### src/rtl/pong_pkg.sv
// rtl/pong_pkg.sv - shared state encoding, widths and parameter defaults for the pong controller
package pong_pkg;

  localparam int POINT_W             = 4;
  localparam int SERVE_W             = 27;
  localparam int WIN_POINTS_DEFAULT  = 7;
  localparam int SERVE_DELAY_DEFAULT = 100_000_000;

  typedef enum logic [2:0] {
    ST_IDLE     = 3'd0,
    ST_SERVE    = 3'd1,
    ST_PLAY     = 3'd2,
    ST_POINT    = 3'd3,
    ST_PAUSE    = 3'd4,
    ST_GAMEOVER = 3'd5
  } state_e;

endpackage

### src/rtl/edge_sync.sv
// rtl/edge_sync.sv - 2-flop synchronizer with a one-cycle rising-edge pulse
module edge_sync (
  input  logic clk_i,
  input  logic rst_ni,
  input  logic async_i,
  output logic pulse_o
);

  logic       sync1_q;
  logic       sync2_q;
  logic       prev_q;
  logic       armed_q;
  logic [1:0] prime_q;

  // armed_q only sets once sync2_q holds a real sample that is low, so an
  // input already high when reset releases cannot fire a pulse.
  always_ff @(posedge clk_i or negedge rst_ni) begin
    if (!rst_ni) begin
      sync1_q <= 1'b0;
      sync2_q <= 1'b0;
      prev_q  <= 1'b0;
      armed_q <= 1'b0;
      prime_q <= 2'b00;
    end else begin
      sync1_q <= async_i;
      sync2_q <= sync1_q;
      prev_q  <= sync2_q;
      prime_q <= {prime_q[0], 1'b1};
      if (prime_q[1] && !sync2_q) begin
        armed_q <= 1'b1;
      end
    end
  end

  assign pulse_o = sync2_q & ~prev_q & armed_q;

endmodule

### src/rtl/pong_game_controller.sv
// rtl/pong_game_controller.sv - match FSM: serve delay, scoring, pause and game-over handling
module pong_game_controller
  import pong_pkg::*;
#(
  parameter int WIN_POINTS  = WIN_POINTS_DEFAULT,
  parameter int SERVE_DELAY = SERVE_DELAY_DEFAULT
) (
  input  logic               CLK_100MHz,
  input  logic               Reset,
  input  logic               StartBtn,
  input  logic               PScore,
  input  logic               CScore,
  output logic               start,
  output logic               win,
  output logic               Winner,
  output logic [POINT_W-1:0] PPoints,
  output logic [POINT_W-1:0] CPoints,
  output logic [2:0]         State
);

  localparam logic [POINT_W-1:0] WIN_P      = POINT_W'(WIN_POINTS);
  localparam logic [SERVE_W-1:0] SERVE_LOAD = SERVE_W'(SERVE_DELAY);

  logic btn_pulse;
  logic p_pulse;
  logic c_pulse;

  edge_sync u_btn_sync (.clk_i(CLK_100MHz), .rst_ni(Reset), .async_i(StartBtn), .pulse_o(btn_pulse));
  edge_sync u_p_sync   (.clk_i(CLK_100MHz), .rst_ni(Reset), .async_i(PScore),   .pulse_o(p_pulse));
  edge_sync u_c_sync   (.clk_i(CLK_100MHz), .rst_ni(Reset), .async_i(CScore),   .pulse_o(c_pulse));

  state_e               state_q;
  logic                 start_q;
  logic                 win_q;
  logic                 winner_q;
  logic [POINT_W-1:0]   ppoints_q;
  logic [POINT_W-1:0]   cpoints_q;
  logic [SERVE_W-1:0]   serve_cnt_q;

  always_ff @(posedge CLK_100MHz or negedge Reset) begin
    if (!Reset) begin
      state_q     <= ST_IDLE;
      start_q     <= 1'b0;
      win_q       <= 1'b0;
      winner_q    <= 1'b0;
      ppoints_q   <= '0;
      cpoints_q   <= '0;
      serve_cnt_q <= '0;
    end else begin
      case (state_q)
        ST_IDLE: begin
          start_q <= 1'b0;
          if (btn_pulse) begin
            ppoints_q   <= '0;
            cpoints_q   <= '0;
            serve_cnt_q <= SERVE_LOAD;
            state_q     <= ST_SERVE;
          end
        end

        ST_SERVE: begin
          if (serve_cnt_q <= SERVE_W'(1)) begin
            state_q <= ST_PLAY;
            start_q <= 1'b1;
          end else begin
            serve_cnt_q <= serve_cnt_q - SERVE_W'(1);
          end
        end

        // Score pulses take priority; a simultaneous button pulse is dropped.
        ST_PLAY: begin
          if (p_pulse && c_pulse) begin
            serve_cnt_q <= SERVE_LOAD;
            state_q     <= ST_SERVE;
            start_q     <= 1'b0;
          end else if (p_pulse) begin
            if (ppoints_q < WIN_P) begin
              ppoints_q <= ppoints_q + POINT_W'(1);
            end
            state_q <= ST_POINT;
            start_q <= 1'b0;
          end else if (c_pulse) begin
            if (cpoints_q < WIN_P) begin
              cpoints_q <= cpoints_q + POINT_W'(1);
            end
            state_q <= ST_POINT;
            start_q <= 1'b0;
          end else if (btn_pulse) begin
            state_q <= ST_PAUSE;
            start_q <= 1'b0;
          end
        end

        ST_POINT: begin
          if (ppoints_q == WIN_P || cpoints_q == WIN_P) begin
            state_q  <= ST_GAMEOVER;
            win_q    <= 1'b1;
            winner_q <= (ppoints_q == WIN_P);
          end else begin
            serve_cnt_q <= SERVE_LOAD;
            state_q     <= ST_SERVE;
          end
        end

        ST_PAUSE: begin
          if (btn_pulse) begin
            state_q <= ST_PLAY;
            start_q <= 1'b1;
          end
        end

        ST_GAMEOVER: begin
          if (btn_pulse) begin
            ppoints_q   <= '0;
            cpoints_q   <= '0;
            win_q       <= 1'b0;
            winner_q    <= 1'b0;
            serve_cnt_q <= SERVE_LOAD;
            state_q     <= ST_SERVE;
          end
        end

        default: begin
          state_q <= ST_IDLE;
          start_q <= 1'b0;
          win_q   <= 1'b0;
        end
      endcase
    end
  end

  assign start   = start_q;
  assign win     = win_q;
  assign Winner  = winner_q;
  assign PPoints = ppoints_q;
  assign CPoints = cpoints_q;
  assign State   = state_q;

endmodule

### config.mk
export PLATFORM = sky130hd
export DESIGN_NAME = pong_game_controller
export DESIGN_NICKNAME = d
export VERILOG_FILES = /design/src/rtl/pong_pkg.sv /design/src/rtl/edge_sync.sv /design/src/rtl/pong_game_controller.sv
export SDC_FILE = /design/constraint.sdc
export NUM_CORES = 1
export LEC_CHECK = 0
export ABC_AREA = 1
export CAP_MARGIN = 10
export CORE_AREA = 2 2 91 115
export DETAILED_ROUTE_END_ITERATION = 6
export DIE_AREA = 0 0 93 117
export GPL_TIMING_DRIVEN = 0
export PLACE_DENSITY = 0.61
export SYNTH_ARGS = -nofsm -noshare
export SYNTH_HDL_FRONTEND = slang
export SYNTH_SLANG_ARGS = --single-unit
### constraint.sdc
create_clock -name CLK_100MHz -period 2.7 [get_ports CLK_100MHz]
set_clock_uncertainty 0.15 [all_clocks]
set_input_delay 0.54 -clock CLK_100MHz [delete_from_list [all_inputs] [get_ports CLK_100MHz]]
set_output_delay 0.54 -clock CLK_100MHz [all_outputs]
set_load 0.02 [all_outputs]
==> results.cfg <==
[power]
p_seq_share_pct = 28.1
powerDensity_nw_per_um2 = 1208
p_sw_share_pct = 49.53
power.total_mw = 4.702
clkPwrFrac_pct = 15.1
leakage_nw = 1.956
ir_worst_vdd_mv = 0.4176
p_comb_share_pct = 56.7
power_switching_mw = 2.329
power.internal_mw = 2.373

[global_route]
busiest_layer = met2
grt_pass1_wl_mm = 13.56
gr-usage-met3_pct = 2.689
gr-usage-met1_pct = 18.81
grt_pass1_vias = 2928
grtUsageMet2_pct = 27.58
track_usage_pct = 15.55
antenna_found_initial = 0
gr-total-overflow = 0
grt_max_degree = 41

[setup_path]
worstSetupStartpoint = serve_cnt_q[0]$_DFFE_PN0P_
critPathMaxFanout = 5
critPathSlowestCell = dfrtp_1
worstPathCellList = inv_1 > ha_1 > nand2_1 > nor2_1 > nand2_1 > o21ai_0 > nand3_1 > nand2_1 > nand2_1
crit_buf_inv = 1
crit_required_ns = 2.75
cp-start-kind = register
slowest_delay_ns = 0.43
rr_startpoint = serve_cnt_q[0]$_DFFE_PN0P_
criticalPathCategory = reg -> reg
crit_family = simple AND/OR/NAND/NOR gates
crit_arrival_ns = 2.20
crit_path_frequent_cell = nand2_1
worst_setup_path_end_kind = register

[clock_tree]
cts_max_path_buffers = 2
htree_levels = 2
clock_sinks = 55
cts_root_buffer = clkbuf_16
cts_buffers = 5
cts_tree = done
cts_setup_buffers = 0
ctsResizeCount = 0
clk_latency_ns = 0.30
clkTransAtPathRegs_ns = 0.08
cts_hold_buffers = 0

[synthesis]
synth-main-ff-cell = dfrtp_1
synth_cell_types = 33
postSynthNetCount = 489
ys_ff_latch = 55
avgSynthCellArea_sq_um = 7.085
async_reset_ff_share_pct = 100.0
synth_edf_count = 0
syn_area_sq_um = 3379
yosysWarnings = 0
synth_cells = 477
ys_seq_area_share_pct = 40.73

[drt]
vias = 3048
wl_per_cell_microns = 12.59
drt-initial-drc-count = 154
drtAntennaViolNets = 0
wirelength_mm = 7.968
drc = 0
vias_per_cell = 4.815
dr.pass1.iters = 5

[die]
start_util_pct = 34.31
dieArea_sq_um = 10880
design.core.area_sq_um = 9849
fp.dieW_microns = 93
boundaryPins = 19
die-height_microns = 117
row_count = 41

[placed_design]
placed_area_sq_um = 3736
dp_hpwl_mm = 5.929
io_buffers = 18
dp_cells = 625
gp_congestion = 0.9783

[final_layout]
final_area_sq_um = 3892
syn_to_final_growth_pct = 15.18
seqCellArea_sq_um = 1376
drive_gt1_share_pct = 9.127
fin_cells = 633
nNetsFinal = 515
antenna_cells = 0
multi_input_area_sq_um = 1705
num-fill-cells = 1019

[run_status]
status = finished clean

[sta]
min_period_ns = 2.154
finalCritPeriodShare_pct = 79.77
drv_slew = 0
rsz0062_at_grt = false
max_slew_margin_pct = 61.96
fmax_ghz = 0.4643
setup_viol = 0
final-hold-violation-count = 0
setup_tns_ns = 0
tightest_slew_ns = 0.5685
hold-worst-slack_ns = 0.009771

[flow_run]
cap_violations = 0

[hold_path]
hold_class = in -> async
layout by cell type (no fill, tap or decap):
master and n:
a21boi_1 1, a21oi_1 6, buf_12 1, buf_2 5, buf_4 1, buf_6 5, clkbuf_16 5, clkdlybuf4s50_1 17
conb_1 1, dfrtp_1 55, ha_1 7, inv_1 49, inv_2 8, inv_6 1, inv_8 2, nand2_1 147
nand2_2 5, nand2_4 1, nand3_1 56, nand3_2 1, nand3b_1 3, nand4_1 15, nor2_1 63, nor2_2 5
nor2_4 2, nor3_1 3, nor3_4 1, o211ai_1 1, o21a_1 1, o21ai_0 17, o21ai_1 1, o21ai_4 1
o21bai_1 3, o31ai_1 2, or2_1 2, or2_2 2, xnor2_1 3, xor2_1 5
worst register-to-register path, cell delays in order (launching register included):
cell,delay [ns]
dfrtp_1,0.43
inv_1,0.10
ha_1,0.29
nand2_1,0.16
nor2_1,0.35
nand2_1,0.19
o21ai_0,0.20
nand3_1,0.08
nand2_1,0.07
nand2_1,0.05
layout make-up:
type	count	share of cell area, %
inverter	57	5.497
clock buffer	5	3.214
clock inverter	3	0.8036
tap	129	4.147
buffer	10	2.154
multi-input combinational	355	43.81
sequential	55	35.36
timing repair buffer	19	5.014
power by group through the flow:
stage	logic (mW)	clock network (mW)	registers (mW)
2_1_floorplan	1.94	0	1.35
3_3_place_gp	2.62	0	1.34
3_5_place_dp	2.67	0	1.34
4_1_cts	2.68	0.726	1.32
5_1_grt	3.02	0.760	1.36
6_report	2.67	0.712	1.32
cell families after synthesis:
group,count (synthesis),synth area share [%]
XOR/XNOR,8,2.073
other,1,0.1110
flip-flops,55,40.73
AND/OR/NAND/NOR,306,39.87
adder cells (fa/ha/maj),7,2.592
buffers and inverters,67,8.812
AO/OA/AOI/OAI,33,5.813
metrics by stage:
stage	setup slack (ns)	utilization (%)
2_1_floorplan	0.9069	-
6_report	0.5463	39.52
3_3_place_gp	-0.8042	37.78
3_5_place_dp	0.5594	37.93
4_1_cts	0.5473	39.52
5_1_grt	0.3369	39.52
flip-flops by register name, summed over array words and instances (netlist names):
name                cells
win                     1
u_p_sync.sync1_q        1
serve_cnt_q            27
u_c_sync.sync2_q        1
u_c_sync.prime_q        1
start                   1
u_c_sync.prev_q         1
u_btn_sync.sync1_q      1
u_c_sync.armed_q        1
u_c_sync.sync1_q        1
u_btn_sync.prev_q       1
u_p_sync.sync2_q        1
u_btn_sync.armed_q      1
CPoints                 4
u_p_sync.prev_q         1
u_btn_sync.prime_q      1
State                   3
u_p_sync.armed_q        1
PPoints                 4
Winner                  1
u_btn_sync.sync2_q      1
Yosys cell counts (2+ instances only):
cell | number | share of area, %
or2_2 | 2 | 0.37
nor2_2 | 5 | 0.93
nand3b_1 | 3 | 0.67
o21ai_0 | 17 | 2.5
nor2_4 | 2 | 0.67
inv_2 | 8 | 0.89
o31ai_1 | 2 | 0.44
a21oi_1 | 6 | 0.89
inv_1 | 49 | 5.4
nand3_1 | 56 | 8.3
xnor2_1 | 3 | 0.78
nand4_1 | 15 | 2.8
or2_1 | 2 | 0.37
nor2_1 | 63 | 7.0
o21bai_1 | 3 | 0.67
ha_1 | 7 | 2.6
dfrtp_1 | 55 | 41
nand2_2 | 5 | 0.93
nand2_1 | 147 | 16
buf_2 | 4 | 0.59
nor3_1 | 3 | 0.44
xor2_1 | 5 | 1.3
buf_6 | 5 | 1.7
path summary, 6_finish.rpt:
kind | slack (ns) | cells past startpoint | to
setup / recovery | 0.55 | 9 | serve_cnt_q[26]$_DFFE_PN0P_
hold reg to reg | 0.20 | 0 | u_c_sync.sync2_q$_DFF_PN0_
max in group asynchronous | 1.84 | 2 | serve_cnt_q[24]$_DFFE_PN0P_
hold / removal | 0.01 | 1 | serve_cnt_q[13]$_DFFE_PN0P_
setup reg to reg | 0.55 | 9 | serve_cnt_q[26]$_DFFE_PN0P_
min in group CLK_100MHz | 0.20 | 0 | u_c_sync.sync2_q$_DFF_PN0_
per-layer routing:
layer | wire length, microns | part of all wire [%] | up-vias
li1 | - | - | 1561
met2 | 3884 | 49 | 62
met3 | 301 | 3.8 | 15
met5 | 0 | 0 | -
met1 | 3583 | 45 | 1410
met4 | 199 | 2.5 | 0
Power figures use the tool's default switching activity.
==> patch: new RTL, config.mk and constraints unchanged <==
The package constant `SERVE_W` goes from 27 to 54.
--- a/src/rtl/pong_pkg.sv
+++ b/src/rtl/pong_pkg.sv
@@ -2,7 +2,7 @@
 package pong_pkg;
 
   localparam int POINT_W             = 4;
-  localparam int SERVE_W             = 27;
+  localparam int SERVE_W             = 54;
   localparam int WIN_POINTS_DEFAULT  = 7;
   localparam int SERVE_DELAY_DEFAULT = 100_000_000;
 
Check against the original RTL: same outputs for any inputs over 10 cycles, from zero or initial values and one cycle with Reset low; that may be too few to reach the edited logic, so the function may still have changed.
==> patch against the unedited design <==
  * The run now ends with hold timing left
  * Sequential cell count increased by 27
  * Total power is 35% higher
  * Synthesized area is 63% higher
  * Routed wire length up 100%
  * Final area up 58%
  * Fmax is 13% lower
  * Via count up 78%
  * Setup slack worse by 320 ps
  * Critical endpoint is now serve_cnt_q[11]$_DFFE_PN0P_
==> patch: results <==
timing:
  hold-worst-slack_ps: -2.29
  worst_slew_pin_slew_ps: 665
  layout_min_cycle_time_ps: 2470
  finalHoldViolations: 2
worst_setup_path:
  crit_arrival_ps: 2550
  cp_slowest_cell: "nor3_1"
  r2r_slack_ps: 230
  path_max_fanout: 10
placed_design:
  dp_hpwl_um: 12300
  gp_congestion: 0.993
  placed_area_sq_um: 5870
routing:
  route.detailed.wl_per_inst_um: 15.9
  initialDrtViolationCount: 510
  wl_um: 16100
  num_vias: 5437
layout:
  drive_above_1_share_pct: 6.88
  num-fill-cells: 914
  largest_reg_flops: 54
  nNetsFinal: 892
pwr:
  p_leak_nw: 3.24
  ir_drop_mv: 0.792
synthesis:
  synth_edf_count: 0
  synth-compound-area-share_pct: 3.55
  yosysSeqAreaShare_pct: 37.3
  synth_area_leaders: "dfrtp_1 37%, nand2_1 23%, nor2_1 12%"
  yosys-top-cells-count: "337 x nand2_1, 170 x nor2_1, 82 x dfrtp_1, 69 x nand3_1, 68 x inv_1"
  synth_nets: 862
  synth_xor_area_share_pct: 1.27
  synth-adder-area-share_pct: 1.37
  synth_area_per_cell_sq_um: 6.46
  synthMuxAreaShare_pct: 0.364
status:
  violations: "hold timing"
  status: "finished, violations left"
global_routing:
  grt_usage_pct: 30.6
  grt_first_pass_wirelength_um: 25300
clocking:
  clk_latency_ps: 350
  cts_buffers: 9
patch: critical path, delay by kind of cell, from the launching register on:
family / cells / cell delay [ps]
buf+inv: 3 / 420
fa+ha+maj: 1 / 310
flops: 1 / 360
simple gates: 6 / 1100
patch: worst paths after layout:
check | start | endpoint | depth (start not counted)
setup / recovery | u_p_sync.sync2_q$_DFF_PN0_ | serve_cnt_q[11]$_DFFE_PN0P_ | 10
hold / removal | Reset | serve_cnt_q[13]$_DFFE_PN0P_ | 1
setup reg to reg | u_p_sync.sync2_q$_DFF_PN0_ | serve_cnt_q[11]$_DFFE_PN0P_ | 10
hold reg to reg | u_p_sync.sync1_q$_DFF_PN0_ | u_p_sync.sync2_q$_DFF_PN0_ | 0
max in group asynchronous | Reset | serve_cnt_q[35]$_DFFE_PN0P_ | 2
min in group CLK_100MHz | u_p_sync.sync1_q$_DFF_PN0_ | u_p_sync.sync2_q$_DFF_PN0_ | 0
patch: cells by family after synthesis:
logic type	Yosys count
AOI/OAI and AO/OA	29
buffers and inverters	89
adders and majority gates	6
other	1
and+or+nand+nor	634
xor gates and xnor gates	8
muxes	2
DFF	82
patch: per-layer routing:
layer	vias to the layer above	GRT usage [%]	share of wire, %
li1	2703	-	-
met1	2483	37.4	42
met2	202	53.4	49
met3	49	3.91	4.8
met4	0	15.2	4.4
met5	-	0	0
patch: cell type report:
cell class	instances	share of cell area (%)
clock inverter	7	1.10
tap	129	2.62
inverter	72	4.47
clock buffer	9	3.65
multi-input combinational	680	49.3
sequential	82	33.3
timing repair buffer	19	3.33
buffer	17	2.27
patch: power by group:
group          internal, mW  switching [mW]
Combinational          1.09            2.28
Sequential             1.46           0.286
Clock                 0.654           0.593
